## config.mk

```make
export PLATFORM = sky130hd
export DESIGN_NAME = sram_bridge
export DESIGN_NICKNAME = d
export VERILOG_FILES = /design/src/rtl/sram_bridge.sv
export SDC_FILE = /design/constraint.sdc
export NUM_CORES = 1
export LEC_CHECK = 0
export CORE_MARGIN = 10
export CORE_UTILIZATION = 38
export DETAILED_ROUTE_END_ITERATION = 8
export PLACE_DENSITY = 0.73
export SKIP_LAST_GASP = 1
export SYNTH_ARGS = -nofsm -noshare
export SYNTH_HDL_FRONTEND = slang
export SYNTH_SLANG_ARGS = --single-unit
```

## constraint.sdc

```tcl
create_clock -name i_clk -period 1.6 [get_ports i_clk]
set_input_delay 0.16 -clock i_clk [delete_from_list [all_inputs] [get_ports i_clk]]
set_output_delay 0.16 -clock i_clk [all_outputs]
set_load 0.02 [all_outputs]
```

## src/rtl/sram_bridge.sv

```systemverilog
// sram_bridge: registered access sequencer from the CPU memory bus to a banked async SRAM.
module sram_bridge #(
   parameter int WAIT_CYCLES = 1,
   parameter int BANK_BITS   = 4
) (
   input  logic                 i_clk,
   input  logic                 i_reset_n,
   input  logic [15:0]          i_addr,
   input  logic [7:0]           i_dat,
   output logic [7:0]           o_dat,
   input  logic                 i_we,
   input  logic                 i_cs,
   output logic                 o_ack,
   input  logic                 i_bank_we,
   input  logic [BANK_BITS-1:0] i_bank,
   output logic [BANK_BITS-1:0] o_bank,
   output logic [17:0]          o_sram_addr,
   output logic [7:0]           o_sram_dat,
   output logic                 o_sram_dat_oe,
   input  logic [7:0]           i_sram_dat,
   output logic                 o_sram_cs_n,
   output logic                 o_sram_oe_n,
   output logic                 o_sram_we_n
);
   typedef enum logic [2:0] {IDLE, SETUP, ACCESS, ACK, RELEASE} state_t;
   state_t                 state_q, state_d;
   logic [3:0]             cnt_q, cnt_d;
   logic                   we_q, we_d;
   logic                   ack_q, ack_d;
   logic [7:0]             dat_q, dat_d;
   logic [7:0]             wdat_q, wdat_d;
   logic [BANK_BITS-1:0]   bank_q, bank_d;
   logic [17:0]            addr_q, addr_d;
   logic                   dat_oe_q, dat_oe_d;
   logic                   cs_n_q, cs_n_d;
   logic                   oe_n_q, oe_n_d;
   logic                   we_n_q, we_n_d;

   always_comb begin
      state_d  = state_q;
      cnt_d    = cnt_q;
      we_d     = we_q;
      ack_d    = 1'b0;
      dat_d    = dat_q;
      wdat_d   = wdat_q;
      bank_d   = i_bank_we ? i_bank : bank_q;
      addr_d   = addr_q;
      dat_oe_d = dat_oe_q;
      cs_n_d   = cs_n_q;
      oe_n_d   = oe_n_q;
      we_n_d   = we_n_q;
      case (state_q)
         IDLE: if (i_cs) begin
            state_d  = SETUP;
            we_d     = i_we;
            wdat_d   = i_dat;
            // the banked window uses the bank value from before this edge
            addr_d   = (i_addr < 16'hC000) ? {2'b00, i_addr} : 18'({bank_q, i_addr[13:0]});
            cs_n_d   = 1'b0;
            oe_n_d   = i_we;
            dat_oe_d = i_we;
            we_n_d   = 1'b1;
         end
         SETUP: begin
            state_d = ACCESS;
            cnt_d   = 4'(WAIT_CYCLES);
            we_n_d  = ~we_q;
         end
         ACCESS: begin
            cnt_d = cnt_q - 4'd1;
            if (cnt_q == 4'd0) begin
               state_d = ACK;
               cnt_d   = cnt_q;
               ack_d   = 1'b1;
               dat_d   = we_q ? dat_q : i_sram_dat;
               we_n_d  = 1'b1;
            end
         end
         ACK: begin
            state_d  = i_cs ? RELEASE : IDLE;
            cs_n_d   = 1'b1;
            oe_n_d   = 1'b1;
            dat_oe_d = 1'b0;
         end
         RELEASE: state_d = i_cs ? RELEASE : IDLE;
         default: state_d = IDLE;
      endcase
   end

   always_ff @(posedge i_clk) begin
      if (!i_reset_n) begin
         state_q  <= IDLE;
         cnt_q    <= '0;
         we_q     <= 1'b0;
         ack_q    <= 1'b0;
         dat_q    <= '0;
         wdat_q   <= '0;
         bank_q   <= '0;
         addr_q   <= '0;
         dat_oe_q <= 1'b0;
         cs_n_q   <= 1'b1;
         oe_n_q   <= 1'b1;
         we_n_q   <= 1'b1;
      end else begin
         state_q  <= state_d;
         cnt_q    <= cnt_d;
         we_q     <= we_d;
         ack_q    <= ack_d;
         dat_q    <= dat_d;
         wdat_q   <= wdat_d;
         bank_q   <= bank_d;
         addr_q   <= addr_d;
         dat_oe_q <= dat_oe_d;
         cs_n_q   <= cs_n_d;
         oe_n_q   <= oe_n_d;
         we_n_q   <= we_n_d;
      end
   end

   assign o_dat         = dat_q;
   assign o_ack         = ack_q;
   assign o_bank        = bank_q;
   assign o_sram_addr   = addr_q;
   assign o_sram_dat    = wdat_q;
   assign o_sram_dat_oe = dat_oe_q;
   assign o_sram_cs_n   = cs_n_q;
   assign o_sram_oe_n   = oe_n_q;
   assign o_sram_we_n   = we_n_q;
endmodule

```

==> results.txt, run 1 <==
# port buffers -> 83
Initial antenna violation count -> 0
Vias in the first global route -> 1,815
Core ar. -> 5170 µm²
Fmax -> 647 MHz
Fin cells -> 393
Fin nets -> 365
Initial DRC Count -> 127
CP Data Required Time -> 1.84 ns
Die Span X -> 93.7 µm
Routed WL -> 5.40 mm
Commonest non-fill, non-tap cell in the layout -> clkdlybuf4s50_1
Register area share after synthesis -> 49.5%
First-pass GRT wire length -> 8.76 mm
Total track usage -> 12.3%
Cts hold-fix bufs -> 0
Worst-Skew Late Latency -> 0.30 ns
Worst path cell trace -> inv_2 -> ha_4 -> or3b_4 -> nor3_4 -> buf_6 -> mux2i_1
Pwr dens -> 999 nW/µm²
Via density -> 4.63
Worst slew pin tran -> 0.369 ns
MaxCap Viol Count -> 0
Crit path time final -> 1.55 ns
Syn nets -> 272
Peak supply drop -> 0.000453 V
Drt pass-1 iters -> 4
Worst-case clock buffer depth -> 2
Max Slew Vio Count -> 0
Post-DP Area -> 3040 µm²
CTS Root Cell -> clkbuf_8
Num CTS Buffers -> 5
Share of the synthesized area in the top cell type -> 49.5%
Starting Density -> 39.9%
Grt total ovfl -> 0
Placer Congestion -> 0.753
Tightest hold margin -> 0.228 ns
Commonest non-fill, non-tap cells in the layout -> clkdlybuf4s50_1 (82), nand2_1 (73), dfxtp_1 (49), a21boi_0 (25), buf_4 (14)
Clock-pin slew on the worst setup and hold paths -> 0.09 ns
Worst EP arrival -> 1.78 ns
Largest net degree at the start of global routing -> 31
Outcome -> complete, no violations
Synth area leader -> dfxtp_1
Final setup fails -> 0
Ant diodes -> 0
# DRC -> 0
Final setup skew -> 0.00515 ns
Die area -> 8780 µm²
Share of cells above drive strength 1 -> 10.8%
Placed Cells -> 384
Final Cell Area -> 3150 µm²
Mean Syn Cell Area -> 9.01 µm²
Yosys Warn Count -> 0
Crit-path slowest cell -> or3b_4
CTS tree -> done
P&R area growth vs syn -> 52.8%
Top post-synthesis cells by area -> dfxtp_1 (49%), nand2_1 (13%), a21boi_0 (9.1%), mux2i_1 (5.8%), clkbuf_1 (1.6%)
Tcrit/Tclk final -> 96.7%
Setup TNS -> 0 ns
Slowest stage delay, CP -> 0.40 ns
Hpwl dp -> 4.18 mm
Row count -> 26
Crit path max fanout -> 4
Slew HR -> 75.4%
Critical path class -> flip-flop to flip-flop
H-tree Lvls -> 2
Die Ht -> 93.7 µm
HP Class -> primary input to flip-flop
DR WL/cell -> 13.7 µm
Synth Flop Type -> dfxtp_1
Pleak -> 0.00119 µW
Final hold vios -> 0
Total power -> 3150 µW
Number of synthesized register bits -> 51
RSZ-0062 raised after global routing -> yes
Post-synthesis cell type count -> 34
CTS Sinks -> 51
Routed vias -> 1,818
Ports -> 84
Endpoint class of the critical path -> flip-flop
Cells after Synth -> 229
Crit path launch type -> flip-flop
Number of synthesized flops with an enable pin -> 0
FFs w/ async S/R, synth -> 0%
Final ANT Viol Nets -> 0
Mapped cell area -> 2060 µm²
[repair_timing]
action / CTS / global route
resized for setup: 0 / 8
endpoints found under the setup margin: 0 / 11
setup buffers: 0 / 1
[layer usage]
metal | share of wire (%) | wire length [µm] | track usage (%) | vias up
met5 | 0 | 0 | 0 | -
met3 | 11 | 590 | 7.03 | 6
met2 | 44 | 2370 | 18.5 | 61
li1 | - | - | - | 949
met4 | 1.2 | 65 | 3.80 | 0
met1 | 44 | 2370 | 14.4 | 802
[power breakdown]
group / internal [µW] / switching [µW]
logic: 509 / 478
clock network: 308 / 396
registers: 1390 / 67.8
[Yosys cell counts (2+ instances only)]
library cell / instances
clkbuf_1: 9
a21boi_1: 3
or3_1: 3
a21boi_0: 25
o21ai_0: 2
nor3b_1: 2
or3b_2: 2
inv_1: 4
nor2b_1: 4
or4_1: 2
dfxtp_1: 51
ha_1: 2
nor2_1: 3
o211ai_1: 3
mux2i_1: 12
a21oi_1: 5
buf_2: 2
nand3_1: 2
nand4_1: 3
nand2b_1: 2
nand2_1: 73
buf_6: 3
[critical path: cells and delay by family (launching register included)]
| family | cells | cell delay (ns) |
|---|---|---|
| mux | 1 | 0.17 |
| fa+ha+maj | 1 | 0.12 |
| simple gates | 2 | 0.63 |
| flops | 1 | 0.34 |
| buf+inv | 2 | 0.23 |
[stage by stage]
| step | util [%] | setup WS [ns] |
|---|---|---|
| floorplan | - | 0.00458 |
| global placement | 58.8 | -0.0855 |
| detailed placement | 58.8 | -0.0993 |
| CTS | 60.3 | 0.00622 |
| global route | 61.0 | -0.0369 |
| finish | 61.0 | 0.0533 |
[worst paths after layout]
kind | from | endpoint | slack, ns | cells after the start
hold reg to reg | o_sram_cs_n$_SDFFE_PN1P_ | o_sram_cs_n$_SDFFE_PN1P_ | 0.46 | 1
hold / removal | i_reset_n | o_sram_oe_n$_SDFFE_PN1P_ | 0.23 | 2
setup reg to reg | cnt_q[1]$_SDFFE_PN0P_ | o_dat[4]$_SDFFE_PN0P_ | 0.05 | 6
setup / recovery | cnt_q[1]$_SDFFE_PN0P_ | o_dat[4]$_SDFFE_PN0P_ | 0.05 | 6
[layout make-up]
type                       instances  area (µm²)
tap                               70        87.6
fill                             472        2020
timing repair buffer             101         985
clock inverter                     1        5.00
multi-input combinational        159         961
inverter                           4        15.0
sequential                        51        1020
clock buffer                       7        76.3
[cell families after synthesis]
group | share of synthesized area [%]
AO/OA/AOI/OAI | 14.5
XOR/XNOR | 0.425
adder cells (fa/ha/maj) | 1.21
buffers and inverters | 4.67
flip-flops | 49.5
multiplexers | 5.82
AND/OR/NAND/NOR | 23.9
[flip-flops by register name, summed over array words and instances, names as in the netlist]
signal and count:
cnt_q 4, o_ack 1, o_bank 4, o_dat 8
o_sram_addr 18, o_sram_cs_n 1, o_sram_dat 8, o_sram_dat_oe 1
o_sram_oe_n 1, o_sram_we_n 1, state_q 3, we_q 1
Power figures use the tool's default switching activity.
==> inputs of run 2 (changes only) <==
--- a/config.mk
+++ b/config.mk
@@ -8,7 +8,7 @@
 export CORE_MARGIN = 10
 export CORE_UTILIZATION = 38
 export DETAILED_ROUTE_END_ITERATION = 8
-export PLACE_DENSITY = 0.73
+export PLACE_DENSITY = 0.75
 export SKIP_LAST_GASP = 1
 export SYNTH_ARGS = -nofsm -noshare
 export SYNTH_HDL_FRONTEND = slang
==> run 2 against run 1 <==
Against the previous run: cell area shrank 1.0%; register-to-register slack improved by 0.03 ns; die area unchanged; sequential share of layout area increased by 0.38 points; combinational power decreased by 2.4%; global-route usage fell by 0.12 points; first-iteration DRC count shrank 13%; cell count is 1.3% lower; sequential power about the same; critical path depth shrank 3.
==> results.txt, run 2 (synthesis gave the netlist of run 1 again) <==
Slew HR -> 70.3%
Total power -> 3130 µW
CTS Sinks -> 51
Commonest non-fill, non-tap cells in the layout -> clkdlybuf4s50_1 (82), nand2_1 (73), dfxtp_1 (48), a21boi_0 (25), mux2i_1 (12)
Initial antenna violation count -> 0
Worst slew pin tran -> 0.444 ns
# DRC -> 0
Multi-input logic area -> 963 µm²
Crit path time final -> 1.52 ns
Total track usage -> 12.2%
Hpwl dp -> 4.19 mm
Grt total ovfl -> 0
Num CTS Buffers -> 5
Vias in the first global route -> 1,827
Sequential standard cell area -> 1020 µm²
Critical path class -> flip-flop to flip-flop
CTS Root Cell -> clkbuf_8
Fmax -> 657 MHz
Worst-Skew Late Latency -> 0.29 ns
Share of cells above drive strength 1 -> 10.7%
DR WL/cell -> 14.1 µm
CTS tree -> done
P&R area growth vs syn -> 51.2%
Final ANT Viol Nets -> 0
Slowest stage delay, CP -> 0.50 ns
Largest net degree at the start of global routing -> 36
# port buffers -> 83
Worst EP arrival -> 1.75 ns
Final setup skew -> 0.00942 ns
Clock-pin slew on the worst setup and hold paths -> 0.09 ns
Filler instances -> 466
First-pass GRT wire length -> 8.69 mm
Row count -> 26
HP Class -> primary input to flip-flop
Max Slew Vio Count -> 0
Die Span X -> 93.7 µm
Max FFs per register -> 18
Ports -> 84
Core ar. -> 5170 µm²
Crit path max fanout -> 11
Starting Density -> 39.9%
Final hold vios -> 0
Via density -> 4.67
Fin nets -> 360
Drt pass-1 iters -> 4
Tcrit/Tclk final -> 95.1%
Crit-path slowest cell -> or4_4
MaxCap Viol Count -> 0
RSZ-0062 raised after global routing -> yes
Die Ht -> 93.7 µm
Commonest non-fill, non-tap cell in the layout -> clkdlybuf4s50_1
Pwr dens -> 1000 nW/µm²
H-tree Lvls -> 2
Routed vias -> 1,812
Die area -> 8780 µm²
Placer Congestion -> 0.738
Worst-case clock buffer depth -> 2
Final setup fails -> 0
CP Data Required Time -> 1.83 ns
Routed WL -> 5.46 mm
Endpoint class of the critical path -> flip-flop
Pleak -> 0.00117 µW
Worst path cell trace -> or3b_4 -> or4_4 -> a21oi_2
Fin util -> 60.3%
Ant diodes -> 0
Outcome -> complete, no violations
Peak supply drop -> 0.000518 V
Initial DRC Count -> 110
Setup repair bufs after CTS -> 0
Cts hold-fix bufs -> 0
Crit path launch type -> flip-flop
run 2: cell types whose count changed in the layout (fill, tap and decap cells not counted), sizes merged:
| cell | before | now |
|---|---|---|
| buf | 19 | 14 |
run 2: layout make-up:
class,instances,area share [%]
clock inverter,1,0.160
multi-input combinational,159,30.9
tap,70,2.81
clock buffer,7,2.45
timing repair buffer,96,30.4
inverter,4,0.481
sequential,51,32.8
run 2: path summary, 6_finish.rpt:
path	end	slack, ns	depth (start not counted)	from
worst max-delay path	cnt_q[3]$_SDFFE_PN0P_	0.08	3	state_q[1]$_SDFFE_PN0P_
worst max register to register	cnt_q[3]$_SDFFE_PN0P_	0.08	3	state_q[1]$_SDFFE_PN0P_
worst min register to register	o_sram_addr[4]$_SDFFE_PN0P_	0.46	2	o_sram_addr[4]$_SDFFE_PN0P_
worst min-delay path	o_sram_oe_n$_SDFFE_PN1P_	0.27	2	i_reset_n
run 2: what timing repair did:
action                                 4_1_cts  5_1_grt
endpoints found under the hold margin        0        0
setup endpoints to repair                    0        6
gates resized for setup                      0        8
run 2: where the power goes:
group / leakage (µW) / switching [µW] / internal, µW
clock: 0.0000422 / 401 / 308
sequential: 0.000418 / 67.6 / 1390
combinational: 0.000712 / 474 / 488
run 2: worst max-delay path, delay by kind of cell (launching register included):
kind               cells  cell delay [ns]
and+or+nand+nor        2             0.97
DFF                    1             0.37
AOI/OAI and AO/OA      1             0.11
run 2: per-layer routing:
| layer | routed length [µm] | GRT usage, % |
|---|---|---|
| met4 | 75 | 5.32 |
| met5 | 0 | 0 |
| met3 | 558 | 5.68 |
| met2 | 2500 | 18.7 |
| met1 | 2330 | 14.1 |
run 2: through the flow:
stage | instance area, µm² | setup TNS, ns | worst slack (ns) | std cells | hold slack [ns]
after floorplan | 2070 | 0 | 0.00458 | 229 | 0.276
after detailed placement | 3030 | -2.43 | -0.118 | 381 | 0.449
final | 3120 | 0 | 0.0783 | 388 | 0.275
after global placement | 3030 | -1.66 | -0.0722 | 381 | 0.441
after global routing | 3120 | -0.00268 | -0.00268 | 388 | 0.288
after CTS | 3110 | 0 | 0.0170 | 389 | 0.270
